## src/rtl/pll_rst_pkg.sv

```systemverilog
// Shared definitions for the PLL reset controller: state encoding and counter sizing.
package pll_rst_pkg;

   // Reset sequencing states
   typedef enum logic [1:0] {
      StWaitLock = 2'd0,
      StDebounce = 2'd1,
      StHold     = 2'd2,
      StRun      = 2'd3
   } state_e;

   // Width of the shared phase counter: enough to hold max(deb, hold) - 1, at least 1 bit
   function automatic int unsigned cnt_width(input int unsigned deb, input int unsigned hold);
      int unsigned m;
      m = (deb > hold) ? deb : hold;
      return (m < 2) ? 1 : $clog2(m);
   endfunction

endpackage

```

## src/rtl/sync_ff.sv

```systemverilog
// N-stage synchronizer for a single asynchronous input, async active-low reset to 0.
module sync_ff #(
   parameter int unsigned Stages = 2
) (
   input  logic clk_i,
   input  logic rst_ni,
   input  logic d_i,
   output logic q_o
);

   logic [Stages-1:0] sync_q;

   // Shift the input through the flop chain
   always_ff @(posedge clk_i or negedge rst_ni) begin
      if (!rst_ni) begin
         sync_q <= '0;
      end else begin
         sync_q <= {sync_q[Stages-2:0], d_i};
      end
   end

   assign q_o = sync_q[Stages-1];

endmodule

```

## src/rtl/pll_reset_ctrl.sv

```systemverilog
// Sequences the SoC reset from the PLL lock flag: synchronize, debounce, hold, run.
module pll_reset_ctrl
   import pll_rst_pkg::*;
#(
   parameter int unsigned SYNC_STAGES     = 2,
   parameter int unsigned DEBOUNCE_CYCLES = 1024,
   parameter int unsigned HOLD_CYCLES     = 16,
   parameter int unsigned CNT_W           = 8
) (
   input  logic             clk,
   input  logic             resetn,
   input  logic             locked,
   input  logic             sw_rst_req,
   input  logic             clr_sticky,
   output logic             soc_resetn,
   output logic             ready,
   output logic             lock_lost,
   output logic [CNT_W-1:0] lost_cnt
);

   localparam int unsigned     CntW     = cnt_width(DEBOUNCE_CYCLES, HOLD_CYCLES);
   localparam logic [CntW-1:0] DebLast  = CntW'(DEBOUNCE_CYCLES - 1);
   localparam logic [CntW-1:0] HoldLast = CntW'(HOLD_CYCLES - 1);

   logic             lock_s;
   state_e           state_q, state_d;
   logic [CntW-1:0]  cnt_q, cnt_d;
   logic             soc_resetn_q;
   logic             lock_lost_q, lock_lost_d;
   logic [CNT_W-1:0] lost_cnt_q, lost_cnt_d;

   sync_ff #(
      .Stages (SYNC_STAGES)
   ) u_sync_locked (
      .clk_i  (clk),
      .rst_ni (resetn),
      .d_i    (locked),
      .q_o    (lock_s)
   );

   // Next-state, phase counter and lock-loss bookkeeping
   always_comb begin
      state_d     = state_q;
      cnt_d       = cnt_q;
      lock_lost_d = lock_lost_q;
      lost_cnt_d  = lost_cnt_q;
      // Clear first so a coincident loss event below overrides it
      if (clr_sticky) begin
         lock_lost_d = 1'b0;
      end
      unique case (state_q)
         StWaitLock: begin
            cnt_d = '0;
            if (lock_s) begin
               state_d = StDebounce;
            end
         end
         StDebounce: begin
            if (!lock_s) begin
               state_d = StWaitLock;
               cnt_d   = '0;
            end else if (cnt_q == DebLast) begin
               state_d = StHold;
               cnt_d   = '0;
            end else begin
               cnt_d = cnt_q + 1'b1;
            end
         end
         StHold: begin
            if (!lock_s) begin
               state_d = StWaitLock;
               cnt_d   = '0;
            end else if (cnt_q == HoldLast) begin
               state_d = StRun;
               cnt_d   = '0;
            end else begin
               cnt_d = cnt_q + 1'b1;
            end
         end
         StRun: begin
            cnt_d = '0;
            if (!lock_s) begin
               state_d     = StWaitLock;
               lock_lost_d = 1'b1;
               if (lost_cnt_q != '1) begin
                  lost_cnt_d = lost_cnt_q + 1'b1;
               end
            end else if (sw_rst_req) begin
               // Software reset skips debounce: lock is known good
               state_d = StHold;
            end
         end
         default: begin
            state_d = StWaitLock;
            cnt_d   = '0;
         end
      endcase
   end

   // State and output registers; soc_resetn follows the state being entered
   always_ff @(posedge clk or negedge resetn) begin
      if (!resetn) begin
         state_q      <= StWaitLock;
         cnt_q        <= '0;
         soc_resetn_q <= 1'b0;
         lock_lost_q  <= 1'b0;
         lost_cnt_q   <= '0;
      end else begin
         state_q      <= state_d;
         cnt_q        <= cnt_d;
         soc_resetn_q <= (state_d == StRun);
         lock_lost_q  <= lock_lost_d;
         lost_cnt_q   <= lost_cnt_d;
      end
   end

   assign soc_resetn = soc_resetn_q;
   assign ready      = soc_resetn_q;
   assign lock_lost  = lock_lost_q;
   assign lost_cnt   = lost_cnt_q;

endmodule
```

## config.mk

```make
export PLATFORM = sky130hd
export DESIGN_NAME = pll_reset_ctrl
export DESIGN_NICKNAME = d
export VERILOG_FILES = /design/src/rtl/pll_rst_pkg.sv /design/src/rtl/sync_ff.sv /design/src/rtl/pll_reset_ctrl.sv
export SDC_FILE = /design/constraint.sdc
export NUM_CORES = 1
export LEC_CHECK = 0
export ABC_CLOCK_PERIOD_IN_PS = 2150
export CAP_MARGIN = 10
export CORE_ASPECT_RATIO = 0.9
export CORE_MARGIN = 2
export CORE_UTILIZATION = 56
export DETAILED_ROUTE_END_ITERATION = 16
export HOLD_SLACK_MARGIN = 0.1
export PLACE_DENSITY = 0.88
export SKIP_CTS_REPAIR_TIMING = 1
export SYNTH_ARGS = -nofsm -noshare
export SYNTH_HDL_FRONTEND = slang
export SYNTH_SLANG_ARGS = --single-unit
```

## constraint.sdc

```tcl
create_clock -name clk -period 2.15 [get_ports clk]
set_input_delay 0.43 -clock clk [delete_from_list [all_inputs] [get_ports clk]]
set_output_delay 0.43 -clock clk [all_outputs]
set_load 0.1 [all_outputs]
```

==> results.json <==
{
  "status": "complete, no violations",
  "wl_met1_um": 908,
  "worstSetupEndpointType": "flop",
  "slew_viol_final": 0,
  "dp_hpwl_um": 1470,
  "synthDistinctLibCells": 30,
  "period_needed_ns": 1.57,
  "ys_ff_latch": 24,
  "clk_path_buf_depth": 2,
  "synthFlopType": "dfrtp_1",
  "grt_pass1_wl_um": 3210,
  "hold_ws_ns": 0.368,
  "r2r_cells": 5,
  "fin_worst_skew_ns": 0.00637,
  "drtAntennaViolNets": 0,
  "track_usage": 0.183,
  "crit_arrival_ns": 1.80,
  "clock-root-buffer": "clkbuf_4",
  "worstReg2RegEnd": "cnt_q[8]$_DFF_PN0_",
  "clkLatencyLatePin_ns": 0.30,
  "tightest_slew_ns": 0.442,
  "dr_wl_met3_um": 69,
  "relSlewSlack": 0.703,
  "via_per_inst": 5.43,
  "cp.required_ns": 2.38,
  "coreArea_um2": 1910,
  "die_h_um": 46.7,
  "fp.dieW_um": 51.4,
  "yosys_warnings": 0,
  "die-area_um2": 2400,
  "post_drt_wl_per_cell_um": 13.1,
  "io_pins": 16,
  "path_class": "flop to flop",
  "routed.top_layer": "met4",
  "area_delta_synth_final_pct": 14.9,
  "via_count": 803,
  "syn_avg_cell_area_um2": 10.7,
  "timing.final.crit_share": 0.729,
  "syn_nets": 113,
  "power.leakage_nw": 0.583,
  "stdcell_count": 148,
  "grt.overflow.total": 0,
  "drt_pass1_iterations": 4,
  "setup_viol": 0,
  "max_stage_delay_ns": 0.41,
  "crit_end": "cnt_q[8]$_DFF_PN0_",
  "cts_tree": "done",
  "sequential_cell_area_um2": 601,
  "finalWeightedCongestion": 0.780,
  "antenna_cells": 0,
  "grt_max_degree": 25,
  "crit_start": "cnt_q[0]$_DFF_PN0_",
  "hold_viol_final": 0,
  "finalSetupTns_ns": 0,
  "dp.cells": 145,
  "crit_slowest_cell": "dfrtp_1",
  "multi_input_area_um2": 502,
  "wl_met2_um": 929,
  "synthArstFlopShare": 1.00,
  "initial_utilization": 0.592,
  "antenna_found_initial": 0,
  "drt_iter0_drc": 11,
  "routed_wl_um": 1930,
  "rows": 15,
  "cts.sinks": 24,
  "synthTopCellsByArea": "dfrtp_1 53%, xnor2_1 6.2%, nor2_1 4.0%",
  "seq_area_frac_synth": 0.530,
  "nets": 132,
  "htree_num_levels": 1,
  "synth_area_um2": 1130,
  "crit_fanout": 4,
  "yosys.area.top_type": "dfrtp_1",
  "synth-edff-count": 0,
  "min_path_type": "flop to flop",
  "netlist_instances": 106,
  "drc": 0,
  "r2r_slack_ns": 0.58,
  "first_global_vias": 785,
  "synth_top_area_frac": 0.530,
  "reg2reg_from": "cnt_q[0]$_DFF_PN0_",
  "numCtsBuffers": 3,
  "ir_worst_vdd_v": 0.000423,
  "drv_cap": 0,
  "rsz0062_at_grt": "false",
  "crit_chain": "ha_1, and3_1, a311oi_1, o21ai_0, a21oi_1",
  "start_kind": "flop",
  "port_buffers": 15,
  "clk_transition_reported_paths_ns": 0.12,
  "power.density_nw_per_um2": 515,
  "clock.fmax_mhz": 638,
  "drive_gt1_frac": 0.179,
  "fill_cells": 158
}
==> layout make-up <==
type,instances,area share
sequential,24,0.462
multi-input combinational,76,0.386
timing repair buffer,16,0.100
tap,25,0.0240
clock buffer,3,0.0173
inverter,4,0.0115
==> cells by family after synthesis <==
group,after synthesis,synth area share
AOI/OAI and AO/OA,12,0.0718
xor gates and xnor gates,12,0.0928
adders and majority gates,2,0.0221
buffers and inverters,6,0.0265
DFF,24,0.530
muxes,3,0.0320
and+or+nand+nor,47,0.224
==> worst max-delay path, delay by kind of cell (launching register included) <==
kind                     cells  cell delay (ns)
flip-flops                   1             0.41
AND/OR/NAND/NOR              1             0.24
AO/OA/AOI/OAI                3             0.62
adder cells (fa/ha/maj)      1             0.24
==> registers in the layout, indices dropped and copies added, names as in the netlist <==
signal	cells
lost_cnt	8
u_sync_locked.sync_q	2
lock_lost	1
ready	1
state_q	2
cnt_q	10
==> cell usage in the layout (no fill, tap or decap), types with 2 or more instances in the layout <==
master           Yosys  layout
o21ai_0              3       3
dfrtp_1             24      24
a211oi_1             2       2
clkdlybuf4s50_1      0       4
and3_1               2       2
buf_4                2      12
a21oi_1              4       4
ha_1                 2       2
nor2_1              12      12
nor3_1               4       4
xnor2_1              8       8
inv_1                4       4
clkbuf_4             0       3
nor2b_1              3       3
nand2_1              9       9
nand3_1              6       6
xor2_1               4       4
nand4_1              3       3
==> per-stage QoR <==
stage,instance area [µm²],setup WS (ns),total power [mW],util
after global routing,1300,0.370,0.697,0.680
after floorplan,1130,0.0571,0.479,-
after global placement,1280,0.643,0.497,0.668
after detailed placement,1280,0.583,0.498,0.668
after CTS,1300,0.560,0.677,0.680
final,1300,0.582,0.671,0.680
==> synthesized netlist by cell type (2+ instances only) <==
cell / count
and3_1: 2
buf_4: 2
nor3_1: 4
inv_1: 4
ha_1: 2
nand3_1: 6
a21oi_1: 4
nand4_1: 3
nor2_1: 12
nor2b_1: 3
dfrtp_1: 24
a211oi_1: 2
xor2_1: 4
xnor2_1: 8
nand2_1: 9
o21ai_0: 3
==> power breakdown <==
part / leakage [nW] / internal (mW) / switching (mW) / total [mW]
Clock: 0.0138 / 0.0653 / 0.117 / 0.182
Combinational: 0.242 / 0.0131 / 0.0146 / 0.0277
Sequential: 0.327 / 0.456 / 0.00532 / 0.461
Total: 0.583 / 0.534 / 0.137 / 0.671
==> routing by layer <==
layer  track usage  vias up
li1              -      400
met1         0.224      381
met2         0.323       18
met3        0.0292        4
met4        0.0842        0
met5             0        -
==> how the worst min path moves through the flow <==
stage,from,end,cells past startpoint
2_1_floorplan,resetn,cnt_q[0]$_DFF_PN0_,0
3_3_place_gp,u_sync_locked.sync_q[0]$_DFF_PN0_,u_sync_locked.sync_q[1]$_DFF_PN0_,0
3_5_place_dp,u_sync_locked.sync_q[0]$_DFF_PN0_,u_sync_locked.sync_q[1]$_DFF_PN0_,0
4_1_cts,u_sync_locked.sync_q[0]$_DFF_PN0_,u_sync_locked.sync_q[1]$_DFF_PN0_,0
5_1_grt,u_sync_locked.sync_q[0]$_DFF_PN0_,u_sync_locked.sync_q[1]$_DFF_PN0_,0
6_report,u_sync_locked.sync_q[0]$_DFF_PN0_,u_sync_locked.sync_q[1]$_DFF_PN0_,0
(Power assumes the default switching activity.)
